## src/rtl/wr_resp_dir_buffer.sv

```systemverilog
// Write-response direction buffer.
// One independent FIFO per response direction. Pushes arrive from the direction
// decoder (multi-hot legal); each FIFO drains toward the master with a valid/ready
// handshake. Outputs come only from registered state; there is no push-to-output bypass.
//
// Ports:
//   clk            - sole clock, rising edge
//   rst            - asynchronous active-high reset
//   v_in_vld       - per-direction push strobe
//   v_in_pld       - per-direction push payload (txnid, sideband)
//   v_out_vld      - per-direction head valid (count != 0)
//   v_out_pld      - per-direction head payload, zero when not valid
//   v_out_rdy      - per-direction master ready
//   v_almost_full  - per-direction count >= DEPTH-1
//   v_count        - per-direction occupancy
//   v_err_overflow - per-direction sticky overflow (push dropped while full)

package wr_resp_pkg;
   typedef struct packed {
      logic [7:0] txnid;
      logic [3:0] sideband;
   } wr_resp_pld_t;
endpackage

module wr_resp_dir_buffer
   import wr_resp_pkg::*;
#(
   parameter int unsigned WIDTH = 4,
   parameter int unsigned DEPTH = 4,
   localparam int unsigned CW   = $clog2(DEPTH + 1)
) (
   input  logic                          clk,
   input  logic                          rst,
   input  logic         [WIDTH-1:0]      v_in_vld,
   input  wr_resp_pld_t [WIDTH-1:0]      v_in_pld,
   output logic         [WIDTH-1:0]      v_out_vld,
   output wr_resp_pld_t [WIDTH-1:0]      v_out_pld,
   input  logic         [WIDTH-1:0]      v_out_rdy,
   output logic         [WIDTH-1:0]      v_almost_full,
   output logic         [WIDTH-1:0][CW-1:0] v_count,
   output logic         [WIDTH-1:0]      v_err_overflow
);

   localparam int unsigned AW = $clog2(DEPTH);

   for (genvar i = 0; i < WIDTH; i++) begin : gen_dir
      logic [AW-1:0] wptr_q, wptr_d;
      logic [AW-1:0] rptr_q, rptr_d;
      logic [CW-1:0] count_q, count_d;
      logic          err_q, err_d;
      wr_resp_pld_t  mem_q [DEPTH];

      logic pop, full, push_acc, ovf;

      assign pop      = (count_q != '0) && v_out_rdy[i];
      assign full     = (count_q == CW'(DEPTH));
      // A full FIFO still accepts a push when the head leaves on the same edge.
      assign push_acc = v_in_vld[i] && (!full || pop);
      assign ovf      = v_in_vld[i] && full && !pop;

      always_comb begin
         wptr_d  = wptr_q;
         rptr_d  = rptr_q;
         count_d = count_q;
         err_d   = err_q | ovf;
         // DEPTH is a power of two, so pointer wrap is the natural AW-bit overflow.
         if (push_acc) wptr_d = wptr_q + AW'(1);
         if (pop)      rptr_d = rptr_q + AW'(1);
         unique case ({push_acc, pop})
            2'b10:   count_d = count_q + CW'(1);
            2'b01:   count_d = count_q - CW'(1);
            default: count_d = count_q;
         endcase
      end

      always_ff @(posedge clk or posedge rst) begin
         if (rst) begin
            wptr_q  <= '0;
            rptr_q  <= '0;
            count_q <= '0;
            err_q   <= 1'b0;
         end else begin
            wptr_q  <= wptr_d;
            rptr_q  <= rptr_d;
            count_q <= count_d;
            err_q   <= err_d;
         end
      end

      // Storage is not reset; stale contents are hidden by the zero-gated output.
      always_ff @(posedge clk) begin
         if (push_acc) mem_q[wptr_q] <= v_in_pld[i];
      end

      assign v_out_vld[i]      = (count_q != '0);
      assign v_out_pld[i]      = (count_q != '0) ? mem_q[rptr_q] : '0;
      assign v_almost_full[i]  = (count_q >= CW'(DEPTH - 1));
      assign v_count[i]        = count_q;
      assign v_err_overflow[i] = err_q;
   end

endmodule

```

## config.mk

```make
export PLATFORM = sky130hd
export DESIGN_NAME = wr_resp_dir_buffer
export DESIGN_NICKNAME = d
export VERILOG_FILES = /design/src/rtl/wr_resp_dir_buffer.sv
export SDC_FILE = /design/constraint.sdc
export NUM_CORES = 1
export LEC_CHECK = 0
export CAP_MARGIN = 20
export CORE_UTILIZATION = 55
export DETAILED_ROUTE_END_ITERATION = 10
export PLACE_DENSITY = 0.8
export SLEW_MARGIN = 5
export SYNTH_ARGS = -nofsm -noshare
export SYNTH_HDL_FRONTEND = slang
export SYNTH_SLANG_ARGS = --single-unit
```

## constraint.sdc

```tcl
create_clock -name clk -period 3.38 [get_ports clk]
set_clock_uncertainty 0.15 [all_clocks]
set_input_delay 0.338 -clock clk [delete_from_list [all_inputs] [get_ports clk]]
set_output_delay 0.338 -clock clk [all_outputs]
set_load 0.01 [all_outputs]
```

---- After elaboration in Yosys (flattened, before gate mapping) ----
Memory sizes are Yosys's and may differ from the RTL's.
Index checks and enable logic that the tools add are counted.
storage, ports and cells
  memories ................................ 4
  output and inout port bits .............. 72
  bits of input ports ..................... 58
  bits in registers ....................... 32
  word-level logic and storage cells ...... 108
  memory bits (writable) .................. 192
memories
  name              depth  width  rd ports  clocked after memory_dff  write ports  RTL line  source
  gen_dir[0].mem_q  4      12     1         0                         1            51        wr_resp_pld_t mem_q [DEPTH];
  gen_dir[1].mem_q  4      12     1         0                         1            51
  gen_dir[2].mem_q  4      12     1         0                         1            51
  gen_dir[3].mem_q  4      12     1         0                         1            51
cells by class
  muxes and demuxes ....................... 16
  order comparisons ....................... 4
  eq/ne operators ......................... 12
  $add $sub $neg .......................... 16
  bitwise operators ....................... 4
  reductions and logical operators ........ 36
operators with widths
  operator                                                                              number
  12-bit two-way mux                                                                    4
  3-bit case mux with 2 select lines                                                    4
  2-bit by 1-bit adder with 2-bit output (second input constant)                        8
  1-bit logical AND                                                                     16
  3-bit by 1-bit adder with 3-bit output (second input constant)                        4
  3-bit equality test (second input constant)                                           4
  3-bit by 2-bit greater-or-equal comparator with 1-bit output (second input constant)  4
  3-bit nonzero test                                                                    4
  3-bit by 1-bit subtractor with 3-bit output (second input constant)                   4
  2-bit by 1-bit equality test with 1-bit output (second input constant)                4
  2-bit equality test (second input constant)                                           4
  1-bit logical NOT                                                                     8
  1-bit two-way mux                                                                     8
  2-bit nonzero test                                                                    4
  1-bit logical OR                                                                      4
  1-bit bitwise OR                                                                      4

---- Longest topological paths before layout ----
Gate-level depths: netlist (run 1).
  word-level depth ........................ 6
  gate-level depth with buffers ........... 8
  depth with buffers taken out ............ 7

---- Worst setup path after synthesis (run 1) ----
OpenSTA, ideal clock, no wires.
  path type ............................... register -> register
  start point ............................. reg gen_dir[1].count_q[0]
  end point ............................... reg gen_dir[1].count_q[2]
  path buffers ............................ 2
  arrival time ............................ 2.284 ns
  cell stages (with the launch flop) ...... 9
  clock period less this slack ............ 2.570 ns
  library setup time ...................... 0.136 ns
  required time ........................... 3.094 ns
  slack ................................... 0.810 ns
  cells stage by stage .................... dfrtp_1 -> or3_1 -> clkbuf_1 -> clkbuf_1 -> nand3b_1 -> fa_1 -> or3b_2 -> a31oi_1 -> o211ai_1
on the way
  cells in the longest elaborated chain, start to end .. 6
  elaborated cells between the ends (all ways) .. 12
  classes of those cells .................. 2 x add/sub; 3 x eq/ne; 1 x mux; 6 x reduce/logical
RTL lines
  element                                                                                RTL line  source
  from (decl)                                                                            49        logic [CW-1:0] count_q, count_d;
  from (signal assigned)                                                                 85        count_q <= count_d;
  3-bit nonzero test *                                                                   n/a
  net v_out_vld[1]                                                                       36        output logic [WIDTH-1:0] v_out_vld,
  1-bit logical AND *                                                                    55        assign pop = (count_q != '0) && v_out_rdy[i];
  1-bit logical OR                                                                       58        assign push_acc = v_in_vld[i] && (!full || pop);
  1-bit logical AND                                                                      58
  2-bit by 1-bit equality test with 1-bit output or 2-bit equality test (tied branches)  69        unique case ({push_acc, pop})
  3-bit case mux with 2 select lines or 2-bit nonzero test (tied branches)               n/a
The timed path passes the listed nets; every way through them passes the cells marked *.
A chain may end at the register's enable or synchronous reset.

==> metrics.txt, run 1 <==
RSZ-0062 raised after global routing false; area occupied by registers around 6600 um^2; Fillers 1068; pwr/cell area between 900 and 1000 nW/um^2; flop-to-flop setup slack between 0.5 and 0.6 ns; FF-to-FF path depth 6; DIE AREA 17700 um^2; Worst slew margin around 55%; leakage roughly 4 nW; detailed-router iteration count before antenna repair 4; Ports 130; Final Max Slew Viols 0; routed vias about 5k; Post-Route WL between 15 and 20 mm; GRT Util Overall about 20%; data required time at the worst endpoint approximately 2.9 ns; worst-path fanout max 8; RR Startpoint gen_dir[2].count_q[1]; Seq cells post-synth roughly 220; fin crit share between 80 and 90%; CP endpoint kind output pin; hold crit path type in -> async; dpl cells 850; fmax between 300 and 400 MHz; Critical path origin gen_dir[2].rptr_q[0]; CTS Buf Count 23; synthesized area 9460 um^2; Worst Tran Pin Value 0.677 ns; CP Class reg -> out; largest net degree at the start of global routing 18; H-Tree Level Count 1; Skew-Pair Late Insertion Delay between 0.4 and 0.5 ns; syn nets around 600; max-capacitance violation count 0; multi-input combinational cell area around 2700 um^2; overall power 10.6 mW; post-layout minimum cycle time 3.02 ns; FF-to-FF End gen_dir[2].count_q[2]; Placement Cell Area between 10000 and 15000 um^2; Syn-to-layout area delta 22.4%; vias per inst about 5.6; nets between 700 and 800; setup tns final 0 ns; Post-synth top cells edfxtp_1, and2_1, mux4_2; initial antenna violation count 0; crit path DAT around 2.5 ns; asr flop ratio synth 14.3%; Yosys top cell by area edfxtp_1; final std cells w/o fill between 800 and 900; post-synthesis sequential area ratio 69.4%; WL per Instance around 19 um; Top Family by Delay on Critical Path buffers and inverters; count leader, synth edfxtp_1; worst path bufs/invs 2; post-synth top area share 60.9%; Setup Viol. Count Final 0; Post-synth EDFFs around 190; status finished clean; total core area roughly 17000 um^2; hold_buf cts 0; GPL Wtd Cong 0.790; Rows 47; CTS Sinks roughly 220; vias in the first global route between 5k and 6k; total grt overflow 0; Die Span Y 133 um; DPL Wire Length 11.3 mm; synth unique cells 45; peak supply drop approximately 0.63 mV; Fin. Hold Viols 0; clock tree from TritonCTS built; Main synth FF type edfxtp_1; Startpoint Class flop; worst-path cell chain buf_4 -> mux4_2 -> and2_1 -> clkdlybuf4s50_1; global-route wire length before repair about 28 mm; Post-Syn Instances approximately 530; slowest stage cell on the critical path dfrtp_1; layout cells sized above 1 15.1%; Antenna diodes 0; Starting Density between 50% and 60%; initial DRC count 278; # Post-CTS Setup Buffers 0; Root Driver clkbuf_16; drt drc 0; Area contributors post-synth edfxtp_1, mux4_2, dfrtp_1; IO Port Bufs 129; Yosys warnings 0; Clk pin slew, worst setup/hold paths around 0.060 ns; Final ANT Viol Nets 0; Chip Width between 100 and 150 um; Syn Area/Cell approximately 18 um^2; Post-CTS Resized 0; crit-path max cell delay about 0.58 ns; Final Cell Area between 10000 and 15000 um^2; Clock Path Buffers 3
## worst reg2reg max path: stages (launching register included)
cell and delay, ns:
dfrtp_1 0.53, or3_1 0.50, nand3b_1 0.20, fa_1 0.46, or3b_2 0.49, a31oi_1 0.22, o211ai_1 0.13
## layer usage
layer	global-route usage [%]	share of wire, %	vias up
met4	5.49	1.6	0
met1	25.4	40	2518
met2	36.8	54	149
met5	0	0	-
met3	2.66	4.5	24
li1	-	-	2263
## power by group
part	switching, mW	internal [mW]	leakage, nW
combinational	1.78	2.35	1.56
sequential	0.486	3.71	2.13
clock	0.935	1.30	0.328
## logic make-up after synthesis
kind of cell | synth area share (%)
XOR/XNOR | 1.85
buffers and inverters | 2.51
adder cells (fa/ha/maj) | 2.96
flip-flops | 69.4
AND/OR/NAND/NOR | 7.54
multiplexers | 12.1
AO/OA/AOI/OAI | 3.68
## cell type report
| class | count | share of cell area (%) |
|---|---|---|
| inverter | 20 | 0.648 |
| clock inverter | 5 | 0.205 |
| clock buffer | 36 | 5.57 |
| tap | 220 | 2.38 |
| sequential | 224 | 56.7 |
| multi-input combinational | 251 | 23.0 |
| timing repair buffer | 135 | 11.5 |
## how the worst max path moves through the flow
stage,to,cells past startpoint
finish,v_out_pld[27],4
global route,v_out_pld[35],4
CTS,v_out_pld[27],4
detailed placement,gen_dir[2].count_q[2],6
global placement,gen_dir[0].count_q[2],6
floorplan,gen_dir[1].count_q[2],8
## metrics by stage
step	hold WS [ns]	setup slack [ns]	utilization [%]
6_report	0.0877	0.360	69.3
3_5_place_dp	0.319	0.597	65.3
3_3_place_gp	0.314	0.770	65.3
4_1_cts	0.107	0.276	69.3
5_1_grt	0.160	0.212	69.3
2_1_floorplan	0.287	0.810	-
## cell usage in the layout, fill, tap and decap left out, drive strengths merged, types with 6 or more instances in the layout
cell type        n
and2            64
dfrtp           32
clkdlybuf4s50  129
mux4            48
inv             20
ha              16
nand3b           7
clkbuf          36
buf              6
xnor2           15
nor2             8
edfxtp         192
or3b             7
nand2            8
## flip-flops by register name (all words and copies together) (netlist names)
register         flops
gen_dir.wptr_q       8
gen_dir.err_q        4
gen_dir.mem_q      192
gen_dir.count_q     12
gen_dir.rptr_q       8
Note: power is estimated with default switching activity, not from simulation.
==> inputs of run 2 (changes only) <==
- PLACE_DENSITY: 0.8 -> 0.86
==> run 2 against run 1 <==
Compared with the run above: final cell count unchanged; global-route usage decreased by 0.39 points; die area stayed put; clock-buffer cell count grew 1; via count rose by 0.65%; sequential share of layout area down 0.15 points; design area increased by 0.27%; combinational power about the same; setup slack improved by 0.084 ns; utilization rose by 0.19 points; critical path type unchanged.
==> metrics.txt, run 2 (same netlist as run 1, synthesis figures left out) <==
status finished clean; CP Class reg -> out; Fillers about 1.0k; DIE AREA 17700 um^2; Worst Slack Setup Final roughly 0.44 ns; final hold slack roughly 0.073 ns; Startpoint Class flop; total grt overflow 0; hold crit path type in -> async; final std cells w/o fill just under 900; routed vias around 5.0k; commonest non-fill, non-tap cell in the layout edfxtp_1; global-route wire length before repair 27.2 mm; dpl ws between 0.6 and 0.7 ns; max-capacitance violation count 0; top flop regs gen_dir.mem_q (192), gen_dir.count_q (12); clock tree from TritonCTS built; fmax roughly 340 MHz; GPL Wtd Cong about 0.73; Worst slew margin around 57%; Comb power frac approximately 39%; GRT Util Overall between 10% and 20%; Final Cell Area ~12000 um^2; Root Driver clkbuf_16; max reg flops roughly 190; final core occ a little over two thirds; hold_buf cts 0; overall power approximately 11 mW; Post-Route WL approximately 17 mm; leakage 4.02 nW; fin crit share a little under 90%; Starting Density ~57%; Setup Viol. Count Final 0; Post-CTS Resized 0; Clock Path Buffers 3; Sw Share a little under a third; nets between 700 and 800; detailed-router iteration count before antenna repair 4; Chip Width between 100 and 150 um; WL per Instance approximately 19 um; clock share of power around 22%; Power Internal 7.46 mW; Skew-Pair Late Insertion Delay 0.50 ns; vias in the first global route around 5.4k; Final ANT Viol Nets 0; Ports between 100 and 150; CP endpoint kind output pin; Die Span Y between 100 and 150 um; layout cells sized above 1 ~15%; Final Max Slew Viols 0; DPL Wire Length approximately 11 mm; Placement Cell Area around 11000 um^2; peak supply drop between 0.5 and 0.6 mV; Clk pin slew, worst setup/hold paths approximately 0.06 ns; initial DRC count 295; CTS Sinks between 200 and 250; Syn-to-layout area delta 22.7%; drt drc 0; vias per inst around 5.6; H-Tree Level Count 1; Worst Tran Pin Value 0.644 ns; Rows 47; crit path DAT between 2 and 2.5 ns; total core area approximately 17000 um^2; Antenna diodes 0; setup tns final 0 ns; IO Port Bufs about 130; initial antenna violation count 0; pwr/cell area a little over 900 nW/um^2; Seq pwr share around two fifths; most frequent cells in the layout edfxtp_1, clkdlybuf4s50_1, and2_1; Biggest register gen_dir.mem_q; # Post-CTS Setup Buffers 0; worst-path fanout max 9; largest net degree at the start of global routing 33; Fin. Hold Viols 0; CTS Buf Count 23; post-layout minimum cycle time 2.94 ns; Sw Pwr ~3.2 mW; data required time at the worst endpoint 2.89 ns; dpl cells 849; RSZ-0062 raised after global routing false
[run 2: path summary, 6_finish.rpt]
| path | cells after the start | slack, ns | from | endpoint |
|---|---|---|---|---|
| max | 4 | 0.44 | gen_dir[3].rptr_q[0] | v_out_pld[44] |
| min | 3 | 0.07 | rst | gen_dir[1].count_q[2] |
| min in group clk | 1 | 0.31 | v_in_pld[2] | gen_dir[0].mem_q[3][2] |
| min reg2reg | 1 | 0.34 | gen_dir[0].err_q | gen_dir[0].err_q |
| max in group asynchronous | 3 | 2.64 | rst | gen_dir[0].count_q[0] |
| max reg2reg | 6 | 0.77 | gen_dir[2].count_q[0] | gen_dir[2].count_q[2] |
[run 2: worst max-delay path, cell delays in order, from the launching register on]
cell	delay, ns
dfrtp_1	0.49
buf_4	0.29
mux4_2	0.52
and2_1	0.18
clkdlybuf4s50_1	0.48
[run 2: power by group through the flow]
| stage | Sequential (mW) | Clock [mW] | Combinational [mW] |
|---|---|---|---|
| global route | 4.25 | 2.51 | 4.46 |
| global placement | 4.17 | 0 | 4.04 |
| detailed placement | 4.23 | 0 | 4.16 |
| finish | 4.18 | 2.36 | 4.13 |
| floorplan | 4.03 | 0 | 2.54 |
| CTS | 4.19 | 2.41 | 4.20 |
[run 2: final cells by class]
cell class              count  area [um^2]  share of cell area (%)
clock buffers              37          648                    5.58
clock inverters             5         58.8                   0.507
inverters                  20         75.1                   0.647
multi-input cells         251         2660                    22.9
flip-flops and latches    224         6570                    56.6
well taps                 220          275                    2.37
repair buffers            134         1330                    11.4
[run 2: layer usage]
layer	vias up	global-route usage [%]	part of all wire, %
li1	2273	-	-
met1	2550	23.8	40
met2	138	36.1	54
met3	25	4.07	5.2
met4	0	5.62	1.6
met5	-	0	0
==> inputs of run 3 (changes only) <==
- ABC_AREA: not set -> 1
- SLEW_MARGIN: 5 -> 20
==> run 3 against run 2 <==
Compared with the run above: utilization rose by 0.36 points; clock-buffer cell count fell by 10; clock power rose by 4%; synthesized area fell by 0.11%; register-to-register slack improved by 0.58 ns; critical path type unchanged; largest power group is now combinational cells; sequential cell count did not move; fmax fell by 9.6%; non-clock buffer count rose by 12; largest cell class unchanged; critical endpoint is now v_out_pld[27]; sequential share of layout area fell by 0.28 points; sequential power rose by 2%.
==> metrics.txt, run 3 <==
status finished clean; Comb power frac 39.9%; Skew-Pair Late Insertion Delay 0.49 ns; clock tree from TritonCTS built; Final Max Slew Viols 0; detailed-router iteration count before antenna repair 4; worst-path cell chain inv_2 -> o21ai_0 -> a21oi_1 -> clkdlybuf4s50_1; vias in the first global route roughly 6.2k; Seq cells post-synth about 220; Worst Tran Pin Value 0.933 ns; Area contributors post-synth edfxtp_1, nor2_1, dfrtp_1; Yosys top cell by area edfxtp_1; CTS Buf Count 23; commonest non-fill, non-tap cell in the layout nor2_1; # Post-CTS Setup Buffers 0; data required time at the worst endpoint a little under 3 ns; Antenna diodes 0; post-synthesis sequential area ratio between 60% and 70%; post-synth top area share 61.0%; CTS Sinks approximately 220; top flop regs gen_dir.mem_q (192), gen_dir.count_q (12); Main synth FF type edfxtp_1; worst path bufs/invs 2; total grt overflow 0; RSZ-0062 raised after global routing false; Post-synth top cells nor2_1, edfxtp_1, o21ai_1; DIE AREA about 18000 um^2; Startpoint Class flop; Ports 130; max reg flops ~190; post-layout minimum cycle time between 3 and 4 ns; Sw Share a little over a third; H-Tree Level Count 1; count leader, synth nor2_1; GRT Util Overall 21.9%; Seq pwr share between 30% and 40%; DPL Wire Length approximately 12 mm; slowest stage cell on the critical path dfrtp_1; crit-path max cell delay 0.95 ns; pwr/cell area 957 nW/um^2; most frequent cells in the layout nor2_1, edfxtp_1, clkdlybuf4s50_1; Clk pin slew, worst setup/hold paths about 0.06 ns; final std cells w/o fill roughly 1.2k; hold crit path type in -> async; Top Family by Delay on Critical Path flip-flops; asr flop ratio synth about 14%; Worst slew margin a little under two fifths; Rows 47; largest net degree at the start of global routing 33; CP endpoint kind output pin; Post-CTS Resized 0; Die Span Y 133 um; final core occ a little over two thirds; Post-Route WL about 19 mm; synthesized area approximately 9500 um^2; fmax 308 MHz; syn nets 885; IO Port Bufs between 100 and 150; Post-Syn Instances 807; layout cells sized above 1 9.62%; routed vias 6280; Setup Viol. Count Final 0; nets just over 1k; Sw Pwr a little under 4 mW; Biggest register gen_dir.mem_q; Fin. Hold Viols 0; Clock Path Buffers 3; Root Driver clkbuf_16; worst-path fanout max 26; Syn Area/Cell approximately 12 um^2; drt drc 0; peak supply drop between 0.7 and 0.8 mV; WL per Instance approximately 16 um; global-route wire length before repair 30.6 mm; Syn-to-layout area delta 23.5%; clock share of power 22.0%; dpl cells ~1.1k; Power Internal 7.22 mW; CP Class reg -> out; Final ANT Viol Nets 0; hold_buf cts 0; total core area around 17000 um^2; leakage 4.36 nW; vias per inst approximately 5.3; max-capacitance violation count 0; GPL Wtd Cong approximately 0.81; Post-synth EDFFs ~190; synth unique cells 24; crit path DAT around 2.8 ns; fin crit share between 90% and 100%; Yosys warnings 0; Starting Density a little under three fifths; setup tns final 0 ns; initial DRC count between 300 and 400; Chip Width 133 um; initial antenna violation count 0
run 3: changes by cell type after synthesis, sizes merged, moves of 7 or more:
cell / change
and2: -64
inv: +43
o21ai: +100
a21oi: +53
mux4: -48
nand2: +34
nand3: +9
nor2: +220
xor2: +7
nand3b: -7
buf: +9
or3b: -7
xnor2: -15
run 3: power by group through the flow:
stage	registers, mW	clock network [mW]	logic, mW
floorplan	4.00	0	2.75
global placement	4.26	0	4.32
detailed placement	4.29	0	4.45
CTS	4.24	2.51	4.50
global route	4.33	2.60	4.90
finish	4.25	2.46	4.46
run 3: per-stage QoR:
stage	setup slack (ns)	cell area [um^2]	hold WS (ns)	power [mW]
2_1_floorplan	1.52	9450	0.287	6.75
3_3_place_gp	0.795	10900	0.321	8.57
3_5_place_dp	0.721	10900	0.323	8.74
4_1_cts	0.171	11700	0.0943	11.2
5_1_grt	0.0106	11700	0.162	11.8
6_report	0.133	11700	0.0789	11.2
run 3: final timing paths:
path | startpoint | end | slack [ns] | cells past startpoint
hold reg to reg | gen_dir[3].err_q | gen_dir[3].err_q | 0.34 | 1
setup / recovery | gen_dir[2].rptr_q[0] | v_out_pld[27] | 0.13 | 4
hold / removal | rst | gen_dir[3].err_q | 0.08 | 3
max in group asynchronous | rst | gen_dir[1].rptr_q[0] | 2.65 | 3
min in group clk | v_in_pld[33] | gen_dir[2].mem_q[3][9] | 0.31 | 1
setup reg to reg | gen_dir[2].rptr_q[0] | gen_dir[2].rptr_q[1] | 1.35 | 3
run 3: per-layer routing:
metal | share of wire, % | wire [um] | up-vias | track usage [%]
met5 | 0 | 0 | - | 0
met4 | 1.7 | 321 | 0 | 5.56
met3 | 7.3 | 1400 | 30 | 3.58
met2 | 51 | 9740 | 245 | 38.7
met1 | 40 | 7790 | 2986 | 28.5
li1 | - | - | 3019 | -
run 3: logic make-up (layout without fill, tap and decap cells):
family                   Yosys count  after routing  share of synthesized area (%)
flip-flops                       224            224                           69.5
AO/OA/AOI/OAI                    164            164                           8.79
XOR/XNOR                          12             12                           1.11
adder cells (fa/ha/maj)           20             20                           2.97
buffers and inverters             99            248                           4.69
AND/OR/NAND/NOR                  288            288                           13.0
run 3: area by class of cell:
type                            instances  area [um^2]
Clock buffer                           27          591
Clock inverter                         12          139
Fill cell                            1144         5030
Inverter                               63          236
Multi-Input combinational cell        484         2440
Sequential cell                       224         6570
Tap cell                              220          275
Timing Repair Buffer                  146         1420
run 3: worst reg2reg max path, stage by stage, from the launching register on:
cell     delay, ns
dfrtp_1       0.95
inv_2         0.40
nor2_1        0.27
xor2_1        0.18
